[src/rtl/au_csv_resolve_seq_if.sv]
// Operand/result handshake bundle for the carry-save resolver.
// The master side offers s/c and consumes z; the slave side is the resolver.
interface au_csv_resolve_seq_if #(
  parameter int WIDTH = 8
);
  logic             in_valid;
  logic             in_ready;
  logic [WIDTH-1:0] s;
  logic [WIDTH-1:0] c;
  logic             out_valid;
  logic             out_ready;
  logic [WIDTH+1:0] z;

  modport master (
    output in_valid, s, c, out_ready,
    input  in_ready, out_valid, z
  );

  modport slave (
    input  in_valid, s, c, out_ready,
    output in_ready, out_valid, z
  );
endinterface

[src/rtl/au_csv_resolve_seq.sv]
// Sequential carry-propagate resolver: z = s + 2*c, resolved SEG bits per
// cycle with a registered carry between segments. The interface instance must
// be built with the same WIDTH as this module.
module au_csv_resolve_seq #(
  parameter int WIDTH = 8,
  parameter int SEG   = 4
) (
  input  logic                 clk,
  input  logic                 rst_n,
  au_csv_resolve_seq_if.slave  bus,
  output logic                 busy
);
  localparam int W2   = WIDTH + 2;
  localparam int NSEG = (W2 + SEG - 1) / SEG;
  localparam int PW   = NSEG * SEG;          // W2 rounded up to whole segments
  localparam int KW   = $clog2(NSEG) + 1;    // holds 0..NSEG without wrapping

  typedef enum logic [1:0] {IDLE, RUN, DONE} state_t;

  state_t          state_reg, state_next;
  logic [W2-1:0]   sa_reg, sa_next;
  logic [W2-1:0]   ca_reg, ca_next;
  logic [PW-1:0]   z_reg, z_next;
  logic            cy_reg, cy_next;
  logic [KW-1:0]   k_reg, k_next;
  logic            out_valid_reg, out_valid_next;

  logic [PW-1:0]   sa_pad, ca_pad;
  logic [SEG-1:0]  sa_seg, ca_seg;
  logic [SEG:0]    seg_sum;

  // Operands padded with zeros so every segment, including the last, is full width.
  assign sa_pad = PW'(sa_reg);
  assign ca_pad = PW'(ca_reg);

  // Select the segment addressed by k and add it with the carry from the previous segment.
  always_comb begin
    sa_seg = '0;
    ca_seg = '0;
    for (int i = 0; i < NSEG; i++) begin
      if (k_reg == KW'(i)) begin
        sa_seg = sa_pad[i*SEG +: SEG];
        ca_seg = ca_pad[i*SEG +: SEG];
      end
    end
    seg_sum = {1'b0, sa_seg} + {1'b0, ca_seg} + {{SEG{1'b0}}, cy_reg};
  end

  // Next-state and datapath updates for the IDLE/RUN/DONE sequence.
  always_comb begin
    state_next = state_reg;
    sa_next    = sa_reg;
    ca_next    = ca_reg;
    z_next     = z_reg;
    cy_next    = cy_reg;
    k_next     = k_reg;
    case (state_reg)
      IDLE: begin
        if (bus.in_valid) begin
          sa_next    = W2'(bus.s);
          ca_next    = W2'({bus.c, 1'b0});
          cy_next    = 1'b0;
          k_next     = '0;
          state_next = RUN;
        end
      end
      RUN: begin
        for (int i = 0; i < NSEG; i++) begin
          if (k_reg == KW'(i)) begin
            z_next[i*SEG +: SEG] = seg_sum[SEG-1:0];
          end
        end
        cy_next = seg_sum[SEG];
        k_next  = k_reg + KW'(1);
        if (k_reg == KW'(NSEG - 1)) begin
          state_next = DONE;
        end
      end
      DONE: begin
        if (bus.out_ready) begin
          state_next = IDLE;
        end
      end
      default: state_next = IDLE;
    endcase
    out_valid_next = (state_next == DONE);
  end

  // State and datapath registers; reset discards any operation in flight.
  always_ff @(posedge clk or negedge rst_n) begin
    if (!rst_n) begin
      state_reg     <= IDLE;
      sa_reg        <= '0;
      ca_reg        <= '0;
      z_reg         <= '0;
      cy_reg        <= 1'b0;
      k_reg         <= '0;
      out_valid_reg <= 1'b0;
    end else begin
      state_reg     <= state_next;
      sa_reg        <= sa_next;
      ca_reg        <= ca_next;
      z_reg         <= z_next;
      cy_reg        <= cy_next;
      k_reg         <= k_next;
      out_valid_reg <= out_valid_next;
    end
  end

  assign bus.in_ready  = (state_reg == IDLE);
  assign bus.out_valid = out_valid_reg;
  assign bus.z         = z_reg[W2-1:0];
  assign busy          = (state_reg != IDLE);

  // s + 2*c always fits in W2 bits, so nothing may spill past the result.
  final_carry_zero: assert property (@(posedge clk) disable iff (!rst_n)
    (state_reg == DONE) |-> (cy_reg == 1'b0 && (z_reg >> W2) == '0));
endmodule

[src/flat_wrapper.sv]
// flat-port wrapper written by rule: the top's interface ports become plain ports
module au_csv_resolve_seq_flat 
#(
  parameter int WIDTH = 8,
  parameter int SEG   = 4
)
  (clk, rst_n, busy, bus_in_valid, bus_s, bus_c, bus_out_ready, bus_in_ready, bus_out_valid, bus_z);
  au_csv_resolve_seq_if #(.WIDTH(WIDTH)) bus_i ();
  input  logic clk;
  input  logic rst_n;
  output logic busy;
  input wire logic [$bits(bus_i.in_valid)-1:0] bus_in_valid;
  input wire logic [$bits(bus_i.s)-1:0] bus_s;
  input wire logic [$bits(bus_i.c)-1:0] bus_c;
  input wire logic [$bits(bus_i.out_ready)-1:0] bus_out_ready;
  output wire logic [$bits(bus_i.in_ready)-1:0] bus_in_ready;
  output wire logic [$bits(bus_i.out_valid)-1:0] bus_out_valid;
  output wire logic [$bits(bus_i.z)-1:0] bus_z;
  assign bus_i.in_valid = bus_in_valid;
  assign bus_i.s = bus_s;
  assign bus_i.c = bus_c;
  assign bus_i.out_ready = bus_out_ready;
  assign bus_in_ready = bus_i.in_ready;
  assign bus_out_valid = bus_i.out_valid;
  assign bus_z = bus_i.z;
  au_csv_resolve_seq #(.WIDTH(WIDTH), .SEG(SEG)) u_core (.clk(clk), .rst_n(rst_n), .bus(bus_i), .busy(busy));
endmodule
[config.mk]
export PLATFORM = sky130hd
export DESIGN_NAME = au_csv_resolve_seq_flat
export DESIGN_NICKNAME = d
export VERILOG_FILES = /design/src/rtl/au_csv_resolve_seq_if.sv /design/src/rtl/au_csv_resolve_seq.sv /design/src/flat_wrapper.sv
export SDC_FILE = /design/constraint.sdc
export NUM_CORES = 1
export LEC_CHECK = 0
export ABC_CLOCK_PERIOD_IN_PS = 2300
export CAP_MARGIN = 20
export CORE_MARGIN = 1
export CORE_UTILIZATION = 46
export DETAILED_ROUTE_END_ITERATION = 6
export PLACE_DENSITY = 0.75
export SETUP_SLACK_MARGIN = 0.02
export SLEW_MARGIN = 20
export SYNTH_ARGS = -nofsm -noshare
export SYNTH_HDL_FRONTEND = slang
export SYNTH_SLANG_ARGS = --single-unit
export TNS_END_PERCENT = 5
[constraint.sdc]
create_clock -name clk -period 2.3 [get_ports clk]
set_clock_uncertainty 0.2 [all_clocks]
set_input_delay 0.23 -clock clk [delete_from_list [all_inputs] [get_ports clk]]
set_output_delay 0.23 -clock clk [all_outputs]
set_load 0.02 [all_outputs]
==> run_results.csv <==
group,metric,value,unit
cells_and_area,post-route-util,64.6,%
synth,seq_area_frac_synth,49.7,%
die,design.die.area,3850,um^2
drt,wire_per_inst,13.4,um
sta,min_period,2400,ps
cells_and_area,nNetsFinal,220,
clock_network,cts_buffer_depth,2,
die,ioPinCount,33,
global_route,antenna_found_initial,0,
clock_network,clk_latency,340,ps
sta,slew_violations,0,
sta,holdWs,105,ps
critical_path,cp-startpoint,"u_core.k_reg[1]",
global_route,grt_pass1_wl,5190,um
drt,ant_nets,0,
synth,synth_cell_types,28,
clock_network,clock-sinks,33,
drt,first_pass_iters,4,
synth,synth_area,1660,um^2
sta,tightest_slew,567,ps
critical_path,start_kind,"flop",
placed_design,gp_congestion,0.859,
drt,via_count,1169,
placed_design,portBuffers,32,
drt,wl,3180,um
power_and_ir_drop,irDropWorstVdd,0.000618,V
critical_path,critPathMaxFanout,5,
clock_network,htree_levels,2,
cells_and_area,layout_commonest_cell,"dfrtp_1",
drt,drtIter0Drc,62,
sta,rsz0062_at_grt,"true",
cells_and_area,largest_reg_flops,10,
job,maxCapViolCount,0,
synth,ys_warn_count,0,
synth,synth_nets,173,
hold_path,holdCritPathClass,"in -> async",
critical_path,cp.arrival,2420,ps
cells_and_area,synthToLayoutAreaGrowth,32.0,%
synth,synth_cells,144,
clock_network,cts.reportedPaths.clkPinSlew,100,ps
critical_path,cp-end-kind,"flop",
power_and_ir_drop,leakage,1.02,nW
cells_and_area,multi_input_area,797,um^2
synth,yosysTopAreaCell,"dfrtp_1",
global_route,grt_max_degree,34,
clock_network,cts_tree,"built",
sta,fin_crit_sh,104,%
die,die_x,62.1,um
die,rows,21,
die,coreArea,3390,um^2
power_and_ir_drop,power_density,1430,nW/um^2
critical_path,path_class,"reg -> reg",
cells_and_area,drive_gt1_share,30.2,%
placed_design,dpl.hpwl,2470,um
outcome,outcome,"finished with violations",
drt,vias_per_cell,4.91,
cells_and_area,antenna_cells,0,
clock_network,cts_buffers,5,
critical_path,r2r_cells,10,
synth,synth-seq-cells,33,
global_route,overflow,0,
synth,avgSynthCellArea,11.5,um^2
global_route,grt_usage,19.7,%
critical_path,required,2320,ps
drt,drc,0,
cells_and_area,final.fill_count,272,
sta,slew_headroom,61.8,%
critical_path,rr_startpoint,"u_core.k_reg[1]",
clock_network,cts_root_buffer,"clkbuf_4",
sta,setup_slack,-96.2,ps
outcome,violations,"negative setup slack",
synth,yosysTopAreaCellShare,49.7,%
sta,fmax,417,MHz
sta,hold_violations,0,
die,start_util,49.0,%
cells_and_area,regArea,826,um^2
cells_and_area,mostFrequentLayoutCells,"dfrtp_1, clkdlybuf4s50_1, nand2_1",
global_route,grt_pass1_vias,1151,
die,die_h,62.1,um
placed_design,post-place-ws,-169,ps
sta,setup_viol,5,
synth,synth.area.top_cells,"dfrtp_1, mux2_4, mux2_2",
## cell type report
cell class,instances,area share (%)
clock buffer,6,1.88
timing repair buffer,46,19.4
multi-input combinational,96,36.4
inverter,9,1.54
tap,46,2.63
sequential,33,37.7
clock inverter,2,0.457
## logic make-up after synthesis
logic type	after synthesis	share of synthesized area (%)
flip-flops	33	49.7
buffers and inverters	15	5.50
AO/OA/AOI/OAI	26	9.42
multiplexers	21	16.5
adder cells (fa/ha/maj)	9	7.69
AND/OR/NAND/NOR	38	10.1
XOR/XNOR	2	1.06
## per-layer routing
| layer | up-vias | global-route usage [%] | share of wire, % |
|---|---|---|---|
| li1 | 577 | - | - |
| met1 | 565 | 23.8 | 46 |
| met2 | 22 | 31.8 | 49 |
| met3 | 5 | 6.21 | 3.3 |
| met4 | 0 | 9.84 | 1.9 |
| met5 | - | 0 | 0 |
## worst paths after layout
check	to	slack, ps
setup / recovery	u_core.z_reg[3]	-100
hold / removal	u_core.state_reg[1]	110
setup reg to reg	u_core.z_reg[3]	-100
hold reg to reg	u_core.z_reg[2]	290
max in group asynchronous	u_core.k_reg[2]	1500
min in group clk	u_core.bus.out_valid	280
## through the flow
step / power, mW / instances / cell area, um^2 / TNS [ps]
after floorplan: 2.19 / 144 / 1690 / -374
after global placement: 2.64 / 228 / 2080 / -530
after detailed placement: 2.72 / 228 / 2080 / -1140
after CTS: 3.16 / 238 / 2190 / -289
after global routing: 3.38 / 238 / 2190 / -1230
final: 3.12 / 238 / 2190 / -260
## Yosys cell counts
master and number:
a21o_1 4, a21oi_1 8, a22o_2 1, a31oi_1 1
a32o_1 1, and2_4 1, buf_12 1, buf_6 1
buf_8 1, clkbuf_1 3, dfrtp_1 33, fa_1 2
ha_1 7, inv_1 8, inv_2 1, mux2_2 11
mux2_4 10, nand2_1 19, nand3_1 1, nand3b_1 2
nor2_1 12, nor3b_1 1, o21ai_0 9, o31ai_1 2
or2_2 1, or2_4 1, xnor2_1 1, xor2_1 1
## power by group
group	internal [mW]	switching, mW
logic	0.959	0.821
registers	0.848	0.190
clock network	0.116	0.189
total	1.92	1.20
## critical path, stage by stage (launching register included)
cell and delay [ps]:
dfrtp_1 410, buf_4 150, ha_4 160, or2_4 250, a21o_1 180, inv_1 60, ha_1 220, a21o_1 170
a21oi_2 120, xnor2_1 90, mux2_2 270
## what timing repair did
item                                    in CTS  in global routing
setup buffers                                2                  0
cloned                                       0                  0
gates resized for setup                     15                  0
endpoints found under the setup margin       8                  8
hold buffers                                 0                  0
endpoints found under the hold margin        0                  0
pin swaps                                    8                  0
No activity file was read; power rests on OpenSTA's default activity.
